**src/rtl/fetch_ctrl.sv**
```systemverilog
// Instruction-fetch controller: owns the fetch PC, runs the single-outstanding imem
// handshake and buffers fetched words in a small FWFT FIFO toward decode.
//
//   state   | meaning
//   --------+-----------------------------------------------------------
//   RST     | first cycle after reset, no request yet
//   REQ     | imem_req_o high at the fetch PC, waiting for grant
//   WAIT    | request granted, waiting for its response
//   DISCARD | granted response belongs to a flushed path, drop it on arrival
//   HOLD    | buffer full, no request until decode pops
module fetch_ctrl #(
    parameter logic [31:0] RESET_PC = 32'h0000_0000,
    parameter int unsigned DEPTH    = 2
) (
    input  logic        clk,
    input  logic        rst_n,
    input  logic        redirect_i,
    input  logic [31:0] redirect_pc_i,
    output logic        imem_req_o,
    output logic [31:0] imem_addr_o,
    input  logic        imem_gnt_i,
    input  logic        imem_rvalid_i,
    input  logic [31:0] imem_rdata_i,
    output logic        if_valid_o,
    output logic [31:0] if_instr_o,
    output logic [31:0] if_pc_o,
    input  logic        id_ready_i
);

    localparam int unsigned PW = (DEPTH > 1) ? $clog2(DEPTH) : 1;
    localparam int unsigned CW = PW + 1;

    typedef enum logic [2:0] {
        ST_RST,
        ST_REQ,
        ST_WAIT,
        ST_DISCARD,
        ST_HOLD
    } state_t;

    state_t        state_q, state_d;
    logic [31:0]   pc_q, pc_d;
    logic          req_q, req_d;
    logic [31:0]   instr_mem_q [DEPTH];
    logic [31:0]   instr_mem_d [DEPTH];
    logic [31:0]   pc_mem_q    [DEPTH];
    logic [31:0]   pc_mem_d    [DEPTH];
    logic [PW-1:0] wr_ptr_q, wr_ptr_d;
    logic [PW-1:0] rd_ptr_q, rd_ptr_d;
    logic [CW-1:0] count_q, count_d;

    logic [31:0]   redirect_pc;
    logic          push;
    logic          pop;
    logic [CW-1:0] count_nxt;
    logic          unused_redirect_lsb;

    assign redirect_pc         = {redirect_pc_i[31:2], 2'b00};
    assign unused_redirect_lsb = ^redirect_pc_i[1:0];

    // Redirect wins over both the same-cycle push and pop; the FIFO is simply cleared.
    assign push      = (state_q == ST_WAIT) && imem_rvalid_i && !redirect_i;
    assign pop       = (count_q != '0) && id_ready_i && !redirect_i;
    assign count_nxt = count_q + CW'(push) - CW'(pop);

    always_comb begin
        state_d = state_q;
        pc_d    = pc_q;
        unique case (state_q)
            ST_RST: begin
                state_d = ST_REQ;
                if (redirect_i) pc_d = redirect_pc;
            end
            ST_REQ: begin
                if (redirect_i) begin
                    pc_d    = redirect_pc;
                    state_d = imem_gnt_i ? ST_DISCARD : ST_REQ;
                end else if (imem_gnt_i) begin
                    state_d = ST_WAIT;
                end
            end
            ST_WAIT: begin
                if (redirect_i) begin
                    pc_d    = redirect_pc;
                    state_d = imem_rvalid_i ? ST_REQ : ST_DISCARD;
                end else if (imem_rvalid_i) begin
                    pc_d    = pc_q + 32'd4;
                    state_d = (count_nxt < CW'(DEPTH)) ? ST_REQ : ST_HOLD;
                end
            end
            ST_DISCARD: begin
                if (redirect_i) pc_d = redirect_pc;
                if (imem_rvalid_i) state_d = ST_REQ;
            end
            ST_HOLD: begin
                if (redirect_i) begin
                    pc_d    = redirect_pc;
                    state_d = ST_REQ;
                end else if (pop) begin
                    state_d = ST_REQ;
                end
            end
            default: state_d = ST_RST;
        endcase
        req_d = (state_d == ST_REQ);
    end

    always_comb begin
        instr_mem_d = instr_mem_q;
        pc_mem_d    = pc_mem_q;
        wr_ptr_d    = wr_ptr_q;
        rd_ptr_d    = rd_ptr_q;
        count_d     = count_q;
        if (redirect_i) begin
            wr_ptr_d = '0;
            rd_ptr_d = '0;
            count_d  = '0;
        end else begin
            if (push) begin
                instr_mem_d[wr_ptr_q] = imem_rdata_i;
                pc_mem_d[wr_ptr_q]    = pc_q;
                wr_ptr_d              = wr_ptr_q + 1'b1;
            end
            if (pop) rd_ptr_d = rd_ptr_q + 1'b1;
            count_d = count_nxt;
        end
    end

    always_ff @(posedge clk or negedge rst_n) begin
        if (!rst_n) begin
            state_q     <= ST_RST;
            pc_q        <= RESET_PC;
            req_q       <= 1'b0;
            instr_mem_q <= '{default: '0};
            pc_mem_q    <= '{default: '0};
            wr_ptr_q    <= '0;
            rd_ptr_q    <= '0;
            count_q     <= '0;
        end else begin
            state_q     <= state_d;
            pc_q        <= pc_d;
            req_q       <= req_d;
            instr_mem_q <= instr_mem_d;
            pc_mem_q    <= pc_mem_d;
            wr_ptr_q    <= wr_ptr_d;
            rd_ptr_q    <= rd_ptr_d;
            count_q     <= count_d;
        end
    end

    assign imem_req_o  = req_q;
    assign imem_addr_o = pc_q;
    assign if_valid_o  = (count_q != '0);
    assign if_instr_o  = instr_mem_q[rd_ptr_q];
    assign if_pc_o     = pc_mem_q[rd_ptr_q];

endmodule

```
**config.mk**
```make
export PLATFORM = sky130hd
export DESIGN_NAME = fetch_ctrl
export DESIGN_NICKNAME = d
export VERILOG_FILES = /design/src/rtl/fetch_ctrl.sv
export SDC_FILE = /design/constraint.sdc
export NUM_CORES = 1
export LEC_CHECK = 0
export CAP_MARGIN = 10
export CORE_UTILIZATION = 45
export DETAILED_ROUTE_END_ITERATION = 12
export GPL_TIMING_DRIVEN = 1
export PLACE_DENSITY = 0.84
export SLEW_MARGIN = 30
export SYNTH_ARGS = -nofsm -noshare
export SYNTH_HDL_FRONTEND = slang
export SYNTH_SLANG_ARGS = --single-unit
```
**constraint.sdc**
```tcl
create_clock -name clk -period 3.18 [get_ports clk]
set_input_delay 0.636 -clock clk [delete_from_list [all_inputs] [get_ports clk]]
set_output_delay 0.636 -clock clk [all_outputs]
set_load 0.02 [all_outputs]
```
# After elaboration in Yosys (flattened, before gate mapping)

Cells that the tools add are included.
Widths: inputs -> output; s select.

Logic and storage cells: 73
Bits in registers: 168
Output and inout port bits: 98
Input port bits: 70

Equality and inequality tests: 7
$add $sub $neg: 5
Reductions and logical operators: 14
$lt $le $gt $ge: 4
Bitwise operators: 3
Muxes and demuxes: 30

Operators by type and width:

| kind                  | number |
|---|---|
| $mux 32               | 10 |
| $bwmux 64             | 2 |
| $pmux 32 s2           | 1 |
| $add 32x3->32 const B | 1 |
| $demux 32 s1          | 1 |
| $mux 3                | 8 |
| $pmux 3 s5            | 1 |
| $reduce_bool 2->1     | 4 |
| $eq 3x1->1 const B    | 2 |
| $eq 3x2->1 const B    | 2 |
| $mux 2                | 3 |
| $logic_and 1x1->1     | 5 |
| $ge 2x2->1 const B    | 2 |
| $mux 1                | 4 |
| $not 1->2             | 2 |
| $reduce_or 4->1       | 1 |
| $eq 3x3->1 const B    | 1 |
| $logic_not 3->1       | 1 |
| $ne 3x3->1 const B    | 1 |
| $reduce_and 3->1      | 1 |
| $add 1x1->1 const B   | 2 |
| $add 2x1->2           | 1 |
| $lt 2x1->1 const B    | 1 |
| $lt 2x2->1 const B    | 1 |
| other kinds (5)       | 5 |

# Longest topological paths before layout

Gate-level depths: netlist of run 1.

Word-level depth: 11
Mapped depth: 12
Mapped depth without buffers: 11

# Worst setup path before layout of run 1

OpenSTA, ideal clock, no wires.

Path kind: in2reg
Start point: input port imem_rvalid_i
End point: register req_q, in the netlist imem_req_o
Data required time: 3.080 ns
Arrival time: 2.488 ns
Stages: 12
Slack: 0.592 ns
Library setup time: 0.100 ns
Path buffers: 1
Cell sequence: and4bb_1 buf_2 and2b_1 inv_2 ha_1 inv_1 ha_1 xor2_1 xnor2_1 nand3_1 o211ai_1 nor4bb_1

Longest elaborated chain between the ends: 10
Elaborated cells on any way between the ends: 12
Classes of those cells: add/sub: 2; order compare: 1; eq/ne: 1; mux: 6; reduce/logical: 2

RTL lines:

| item                           | RTL line | RTL |
|---|---|---|
| start, declared                | 22       | `input logic imem_rvalid_i,` |
| $logic_and 1x1->1 (2 in a row) | 62       | `assign push = (state_q == ST_WAIT) && imem_rvalid_i && !redirect_i;` |
| $add 2x1->2                    | 64       | `assign count_nxt = count_q + CW'(push) - CW'(pop);` |
| $sub 2x1->2                    | 64       |  |
| $lt 2x2->1                     | 88       | `state_d = (count_nxt < CW'(DEPTH)) ? ST_REQ : ST_HOLD;` |
| $mux 3                         | 88       |  |
| $mux 3                         | 86       | `end else if (imem_rvalid_i) begin` |
| $mux 3                         | 83       | `if (redirect_i) begin` |
| $pmux 3 s5 *                   | 69       | `unique case (state_q)` |
| via state_d[0]                 | 41       | `state_t state_q, state_d;` |
| $eq 3x1->1 *                   | 105      | `req_d = (state_d == ST_REQ);` |
| via req_d                      | 43       | `logic req_q, req_d;` |
| end signal, assigned           | 142      | `req_q <= req_d;` |
| end, declared                  | 43       |  |

The timed path passes the listed nets; every way through them passes the cells marked *.
A chain may end at the register's enable or synchronous reset.

# Final worst setup path of run 1

Start point: register rd_ptr_q
End point: output port if_pc_o[14]

Longest elaborated chain between the ends: 4

RTL lines:

| item                                       | RTL line | RTL |
|---|---|---|
| start, declared                            | 49       | `logic [PW-1:0] rd_ptr_q, rd_ptr_d;` |
| start signal, assigned                     | 146      | `rd_ptr_q <= rd_ptr_d;` |
| $not 1->2 (not written as such)            | 155      | `assign if_pc_o = pc_mem_q[rd_ptr_q];` |
| $mux 32 (not written as such) (3 in a row) | 155      |  |
| end, declared                              | 26       | `output logic [31:0] if_pc_o,` |

No other way between the ends. The select of a mux whose other input is x is not followed.

==> reports/summary.txt, run 1 <==
FMAX: 345.1 MHz
layout cells sized above 1: 30.27%
Tcrit/Tclk final: 91.12%
Max Transition Viols Final: 0
row cnt: 47
Non-Filler Instances: 1003
cts hold-fix bufs: 0
CTS H-tree lvls: 4
DR pass1 iterations: 5
setup violators final: 0
DIE AREA: 17700 sq um
r2r setup slk: 700 ps
CP startpoint kind: register
Area contributors post-synth: dfrtp_1, mux2_2, a21oi_1
CP max FO: 17
Worst Setup End Kind: primary output
antenna violations before repair: 0
Post-synth EDFFs: 0
Die W: 133.0 um
Via density: 5.496
Core ar.: 16700 sq um
worst reg2reg endpoint: imem_req_o
Final Hold Fails: 0
TritonCTS clock tree: built
first-pass GRT wire length: 29560 um
Setup Slack @ Placement: 94.92 ps
max_slew headroom: 53.02%
GP Congestion: 0.8345
hold_ws: 221.0 ps
top-area cell type share of the netlist area: 52.47%
post-synthesis sequential area ratio: 52.47%
synth-to-layout area growth: 32.66%
CTS Buffer Depth: 2
worst path arrival time: 2260 ps
Tmin final: 2898 ps
worst r2r path cells: 10
Cell variety after synth: 57
vias: 5512
Synth area leader: dfrtp_1
setup ws final: 282.5 ps
Tot GR Track Use: 21.24%
Synth Register Bits: 162
ys flop type: dfrtp_1
I/O Buffers: 161
Mapped Avg Cell Area: 12.65 sq um
worst clock skew: 9.524 ps
Die Y: 133.0 um
RSZ-0062 raised after global routing: false
Hold WC Path Type: primary input to asynchronous set/reset pin
vias in the first global route: 5660
drt drc: 0
Post-Synthesis Cells: 611
final net count: 844
Layout Utilization: 61.37%
Ports: 168
status: finished clean
buffer count from post-CTS setup fixing: 0
wire length per cell: 17.77 um
Detail Placement HPWL: 12500 um
CTS root buf: clkbuf_16
antenna cell count: 0
Initial Util: 46.26%
Max Cap Violations: 0
total CTS buffers: 17
placed cell count: 972
Setup Total Neg Slack: 0 ps
clk sink count: 162
pin count of the biggest net entering global routing: 72
PD cells: 648.8 nW/um^2
worst r2r src: count_q[1]
Critical Path RT: 2540 ps
GR Overflow Total: 0
Pleak: 0.004606 uW
Synth Cell Area: 7726 sq um
Clock Latency Late Sink: 420 ps
final wirelength: 17820 um
Clock transition at path regs: 60 ps
Final ANT Viol Nets: 0
Worst Setup EP: if_pc_o[14]
Critical Path Source: rd_ptr_q
WS Path Type: register to primary output
Resized Gates After CTS: 0
measured slew at the worst slew-check pin: 699.3 ps
Post-synth ARST share: 100.0%
synth warn: 0
DR iter-0 viols: 303
Peak VDD IR: 409.6 uV
cell families (layout without fill, tap and decap cells):
family / count (synthesis) / after routing / share of synthesized area (%)
AO/OA/AOI/OAI: 94 / 94 / 7.903
buffers and inverters: 48 / 217 / 3.287
adder cells (fa/ha/maj): 3 / 3 / 0.4859
AND/OR/NAND/NOR: 112 / 112 / 8.130
XOR/XNOR: 4 / 4 / 0.4535
other: 1 / 4 / 0.04854
flip-flops: 162 / 162 / 52.47
multiplexers: 187 / 187 / 27.22
power by group:
| group | switching, uW | internal, uW |
|---|---|---|
| combinational | 839 | 1030 |
| clock | 819 | 1360 |
| sequential | 222 | 2380 |
worst min-delay path by stage:
stage	slack (ps)	to	cells after the start
6_report	220	instr_mem_q[37]	1
5_1_grt	250	instr_mem_q[37]	1
4_1_cts	230	instr_mem_q[37]	1
3_5_place_dp	470	pc_mem_q[12]	2
3_3_place_gp	460	pc_mem_q[12]	2
2_1_floorplan	340	count_q[0]	0
cell usage after synthesis (all sizes together), types with 5 or more instances:
library cell	n
mux2	185
dfrtp	162
a21oi	30
and3	8
a311oi	9
o21ai	20
clkbuf	12
nor3	5
nor2	24
nand4	5
nor2b	5
nand2	22
nand3	21
buf	29
inv	7
o22a	8
state kept, by name (all words and copies together) (netlist names):
signal       cells
imem_addr_o     30
imem_req_o       1
pc_mem_q        60
state_q          3
wr_ptr_q         1
instr_mem_q     64
rd_ptr_q         1
count_q          2
critical path: stages (launching register included):
cell and delay (ps):
dfrtp_4 600, buf_4 320, mux2_2 370, clkdlybuf4s50_1 540
layout make-up:
type                    instances  area, sq um
fillers                      1307         6451
multi-input cells             404         3446
clock inverters                12        181.4
repair buffers                179         1810
flip-flops and latches        162         4058
inverters                       7        26.28
clock buffers                  19        452.9
well taps                     220        275.3
per-stage QoR:
step | power, uW | area, sq um
2_1_floorplan | 3626 | 7737
3_3_place_gp | 4474 | 9615
3_5_place_dp | 4524 | 9615
4_1_cts | 6725 | 10250
5_1_grt | 6962 | 10250
6_report | 6651 | 10250
per-layer routing:
metal | part of all wire [%] | GRT usage, % | vias up
met3 | 6.4 | 5.632 | 20
met4 | 1.4 | 6.194 | 0
met5 | 0 | 0 | -
li1 | - | - | 2564
met1 | 44 | 27.92 | 2749
met2 | 49 | 34.44 | 179
placed cells by master, fill, tap and decap left out, types with 5 or more instances in the layout:
cell / count
a311oi_1: 9
dfrtp_1: 161
o21ai_0: 20
clkbuf_16: 17
nand4_1: 5
buf_12: 5
nand2_1: 21
nor2_1: 23
mux2_2: 175
o22a_1: 8
nand3_1: 21
and3_1: 8
a21oi_1: 28
clkdlybuf4s50_1: 160
buf_4: 13
inv_1: 6
nor2b_1: 5
mux2_1: 10
Note: power is estimated with default switching activity, not from simulation.
==> run 2: changes to the inputs <==
--- a/config.mk
+++ b/config.mk
@@ -8,8 +8,9 @@
 export CAP_MARGIN = 10
 export CORE_UTILIZATION = 45
 export DETAILED_ROUTE_END_ITERATION = 12
+export DONT_BUFFER_PORTS = 1
 export GPL_TIMING_DRIVEN = 1
-export PLACE_DENSITY = 0.84
+export PLACE_DENSITY = 0.72
 export SLEW_MARGIN = 30
 export SYNTH_ARGS = -nofsm -noshare
 export SYNTH_HDL_FRONTEND = slang
==> constraint.sdc (replaced) <==
create_clock -name clk -period 3.18 [get_ports clk]
set_input_delay 0.636 -clock clk [delete_from_list [all_inputs] [get_ports clk]]
set_output_delay 0.636 -clock clk [all_outputs]
set_load 0.05 [all_outputs]
==> reports/summary.txt, run 2 (synthesis gave the netlist of run 1 again) <==
status: complete, but fails checks
failing checks: negative hold slack
Resized Gates After CTS: 0
CTS Buffer Depth: 2
Seq pwr share: 40.9%
total internal power: 4124 uW
DIE AREA: 17700 sq um
placed cell count: 812
pin count of the biggest net entering global routing: 163
worst r2r src: imem_addr_o[4]
Critical Path RT: 3480 ps
antenna violations before repair: 1
wire length per cell: 20.49 um
Pleak: 0.003952 uW
GR Overflow Total: 0
Non-Filler Instances: 843
r2r setup slk: 690 ps
final total power: 6576 uW
total CTS buffers: 17
WS Path Type: register to register
Setup Total Neg Slack: 0 ps
Peak VDD IR: 424.1 uV
CTS H-tree lvls: 4
Tmin final: 2493 ps
P_sw: 2452 uW
clock network fraction of total power: 31.0%
Max Transition Viols Final: 0
worst reg2reg endpoint: imem_addr_o[24]
hold_ws: -84.42 ps
final net count: 684
FMAX: 401.1 MHz
row cnt: 47
buffer count from post-CTS setup fixing: 0
slowest CP cell: dfrtp_1
TritonCTS clock tree: built
Die W: 133.0 um
layout cells sized above 1: 37.56%
Gate power share: 28.1%
Core ar.: 16700 sq um
worst r2r path cells: 5
Die Y: 133.0 um
Largest stage delay, worst path: 760 ps
DR pass1 iterations: 4
measured slew at the worst slew-check pin: 952.6 ps
synth-to-layout area growth: 10.72%
worst clock skew: 10.18 ps
Clock Latency Late Sink: 410 ps
GP Congestion: 0.8201
Initial Util: 46.26%
Final Hold Fails: 162
DR iter-0 viols: 256
vias: 4980
PD cells: 768.7 nW/um^2
Final ANT Viol Nets: 0
switch share: 37.29%
Tot GR Track Use: 20.14%
first-pass GRT wire length: 27660 um
Detail Placement HPWL: 11760 um
clk sink count: 162
setup violators final: 0
Worst Setup End Kind: register
vias in the first global route: 5168
I/O Buffers: 0
Tcrit/Tclk final: 78.39%
crit-path cells: nand3_1 -> nor3_2 -> and2_1 -> a32oi_1 -> o22a_1
commonest cells after routing, fill and taps aside: mux2_2, dfrtp_1, a21oi_1
CP max FO: 9
worst path arrival time: 2790 ps
Hold WC Path Type: primary input to asynchronous set/reset pin
Fill cells: 1405
Ports: 168
max FFs per register: 64
Max Cap Violations: 0
drt drc: 0
Top reg by flops: instr_mem_q
max_slew headroom: 36.50%
final wirelength: 17270 um
RSZ-0062 raised after global routing: false
Clock transition at path regs: 60 ps
most common cell after layout, fill and taps aside: mux2_2
Via density: 5.907
antenna cell count: 0
CTS root buf: clkbuf_16
CP startpoint kind: register
==> run 2: cell count changes in the layout (fill, tap and decap cells not counted), sizes merged <==
cell	previous run	this run
clkinvlp	1	2
clkbuf	19	21
clkinv	6	4
clkdlybuf4s50	160	0
bufinv	4	3
==> run 2: stage by stage <==
| stage | hold slack [ps] | util [%] | setup WS (ps) | instance area [sq um] |
|---|---|---|---|---|
| finish | -84.42 | 51.22 | 687.1 | 8554 |
| global route | -115.1 | 51.22 | 447.6 | 8554 |
| CTS | -104.0 | 51.22 | 680.0 | 8554 |
| detailed placement | 343.9 | 47.72 | 629.1 | 7970 |
| global placement | 344.5 | 47.72 | 651.9 | 7970 |
| floorplan | 340.4 | - | 591.8 | 7737 |
==> run 2: power by group through the flow <==
stage	Combinational (uW)	Sequential (uW)	Clock, uW
2_1_floorplan	1640	2710	0
3_3_place_gp	1830	2690	0
3_5_place_dp	1850	2730	0
4_1_cts	1860	2690	2090
5_1_grt	1920	2730	2190
6_report	1850	2690	2040
==> run 2: final cells by class <==
| class | instances | area (sq um) | share of cell area (%) |
|---|---|---|---|
| clock buffer | 21 | 450.4 | 5.265 |
| multi-input combinational | 404 | 3446 | 40.28 |
| sequential | 162 | 4055 | 47.40 |
| clock inverter | 10 | 133.9 | 1.565 |
| inverter | 7 | 26.28 | 0.3072 |
| timing repair buffer | 19 | 167.7 | 1.960 |
| tap | 220 | 275.3 | 3.218 |
==> run 2: routing by layer <==
metal  wire (um)  GRT usage (%)  up-vias
met4         251          7.280        2
met1        6949          23.70     2521
met5          13              0        -
li1            -              -     2239
met3        1396          7.280       22
met2        8659          33.74      196
==> run 2: critical path, delay by kind of cell (launching register included) <==
family / cells / cell delay, ps
simple gates: 3 / 1260
flops: 1 / 760
compound gates: 2 / 370
==> run 2: how the worst max path moves through the flow <==
stage          cells after the start      startpoint  slack (ps)               to
6_report                           5  imem_addr_o[4]         690  imem_addr_o[24]
5_1_grt                           10      count_q[1]         450       imem_req_o
4_1_cts                            2        rd_ptr_q         680      if_pc_o[22]
3_5_place_dp                      11   imem_rvalid_i         630       imem_req_o
3_3_place_gp                      11   imem_rvalid_i         650       imem_req_o
2_1_floorplan                     12   imem_rvalid_i         590       imem_req_o
==> run 3: changes to the inputs <==
--- a/config.mk
+++ b/config.mk
@@ -10,7 +10,7 @@
 export DETAILED_ROUTE_END_ITERATION = 12
 export DONT_BUFFER_PORTS = 1
 export GPL_TIMING_DRIVEN = 1
-export PLACE_DENSITY = 0.72
+export PLACE_DENSITY = 0.74
 export SLEW_MARGIN = 30
 export SYNTH_ARGS = -nofsm -noshare
 export SYNTH_HDL_FRONTEND = slang
==> constraint.sdc (replaced) <==
create_clock -name clk -period 2 [get_ports clk]
set_input_delay 0.4 -clock clk [delete_from_list [all_inputs] [get_ports clk]]
set_output_delay 0.4 -clock clk [all_outputs]
set_load 0.05 [all_outputs]
==> reports/summary.txt, run 3 (synthesis gave the netlist of run 1 again) <==
max_slew headroom: 54.12%
worst r2r path cells: 11
wire length per cell: 21.98 um
drt drc: 0
worst reg2reg endpoint: imem_req_o
Seq pwr share: 38.4%
Hold WC Path Type: primary input to asynchronous set/reset pin
Peak VDD IR: 657.9 uV
Critical Path Source: state_q[0]
met3 usage: 7.165%
Die W: 133.0 um
area of the multi-input gates: 3799 sq um
commonest cells after routing, fill and taps aside: dfrtp_1, mux2_2, mux2_4
CTS Buffer Depth: 2
Detail Placement HPWL: 12330 um
Worst Setup End Kind: register
worst clock skew: 8.509 ps
Top reg by flops: instr_mem_q
setup ws final: -207.7 ps
Tcrit/Tclk final: 110.4%
hold_ws: -325.8 ps
Ports: 168
switch share: 37.42%
Final Hold Fails: 162
max FFs per register: 64
Initial Util: 46.26%
worst path arrival time: 2530 ps
failing checks: negative hold slack, negative setup slack
FMAX: 453.0 MHz
first-pass GRT wire length: 29760 um
total CTS buffers: 17
layout cells sized above 1: 45.71%
final net count: 738
GP Congestion: 0.8702
DR pass1 iterations: 6
Max Cap Violations: 0
Pleak: 0.004398 uW
Final ANT Viol Nets: 0
row cnt: 47
Fill cells: 1329
met1 Use GR: 25.01%
Gate power share: 33.6%
Non-Filler Instances: 896
DR iter-0 viols: 237
synth-to-layout area growth: 23.35%
placed cell count: 848
Via density: 5.886
Tmin final: 2208 ps
Worst Setup EP: imem_req_o
WS Path Type: register to register
PD cells: 1123 nW/um^2
CP startpoint kind: register
CP max FO: 2
antenna violations before repair: 1
GR Overflow Total: 0
DIE AREA: 17700 sq um
Tot GR Track Use: 21.88%
total internal power: 6695 uW
vias: 5274
setup violators final: 3
Core ar.: 16700 sq um
Critical Path RT: 2330 ps
CTS root buf: clkbuf_16
clk sink count: 162
FF+latch area: 4066 sq um
Die Y: 133.0 um
final wirelength: 19690 um
RSZ-0062 raised after global routing: true
r2r setup slk: -210 ps
Clock Latency Late Sink: 420 ps
CTS H-tree lvls: 4
I/O Buffers: 0
antenna cell count: 0
P_sw: 4003 uW
status: complete, but fails checks
vias in the first global route: 5592
most common cell after layout, fill and taps aside: dfrtp_1
M2 GR Usage: 37.90%
GR peak layer: met2
measured slew at the worst slew-check pin: 688.2 ps
worst r2r src: state_q[0]
pin count of the biggest net entering global routing: 163
clock network fraction of total power: 28.0%
TritonCTS clock tree: built
Max Transition Viols Final: 0
Clock transition at path regs: 60 ps
run 3: cell count changes in the layout (fill, tap and decap cells not counted), moves of 3 or more:
cell | before | now
mux2_4 | 0 | 73
mux2_2 | 175 | 104
buf_4 | 17 | 52
buf_12 | 2 | 11
dfrtp_1 | 161 | 152
dfrtp_2 | 1 | 10
clkbuf_16 | 17 | 22
ha_1 | 3 | 0
ha_4 | 0 | 3
run 3: timing repair:
action                                 in CTS  in global routing
endpoints found under the hold margin     162                162
pin swaps                                   5                  3
buffers inserted                            5                  7
resized for setup                          58                 38
gates cloned                                3                  7
setup endpoints to repair                  53                 96
run 3: power by group through the flow:
stage          logic, uW  registers [uW]  clock network, uW
2_1_floorplan       2610            4320                  0
3_3_place_gp        3200            4090                  0
3_5_place_dp        3260            4140                  0
4_1_cts             3500            4090               3050
5_1_grt             3730            4170               3180
6_report            3590            4110               3000
run 3: per-layer routing:
layer	part of all wire (%)	wire length, um	vias to the layer above
met5	0.041	8	-
met4	1.9	377	2
met3	7.1	1396	33
met2	52	10170	188
met1	39	7739	2715
li1	-	-	2336
run 3: final cells by class:
cell class                 instances  share of cell area [%]
clock buffer                      20                   4.687
clock inverter                    10                  0.9059
inverter                           7                  0.3020
multi-input combinational        404                   39.86
sequential                       162                   42.67
tap                              220                   2.888
timing repair buffer              73                   8.691
run 3: worst max-delay path: stages (launching register included):
cell and delay [ps]:
dfrtp_1 380, and4bb_1 280, and2b_2 180, inv_4 40, ha_4 250, inv_2 40, ha_4 160, xor2_4 150
xnor2_2 170, nand3_1 100, o211ai_1 120, nor4bb_2 230
run 3: metrics by stage:
stage	cell area (sq um)	setup TNS (ps)	total power (uW)	utilization, %	setup WS, ps
after detailed placement	8330	-345.9	7398	49.88	-236.8
after global placement	8330	-197.2	7293	49.88	-126.9
after floorplan	7796	-755.3	6936	-	-316.2
after global routing	9530	-2375	11080	57.06	-315.7
after CTS	9221	-2821	10650	55.21	-203.5
final	9530	-339.9	10700	57.06	-207.7
run 3: how the worst min path moves through the flow:
stage | start | to | depth (start not counted)
2_1_floorplan | rst_n | count_q[0] | 0
3_3_place_gp | rst_n | instr_mem_q[42] | 0
3_5_place_dp | rst_n | instr_mem_q[39] | 0
4_1_cts | rst_n | instr_mem_q[38] | 0
5_1_grt | rst_n | instr_mem_q[5] | 0
6_report | rst_n | instr_mem_q[38] | 0
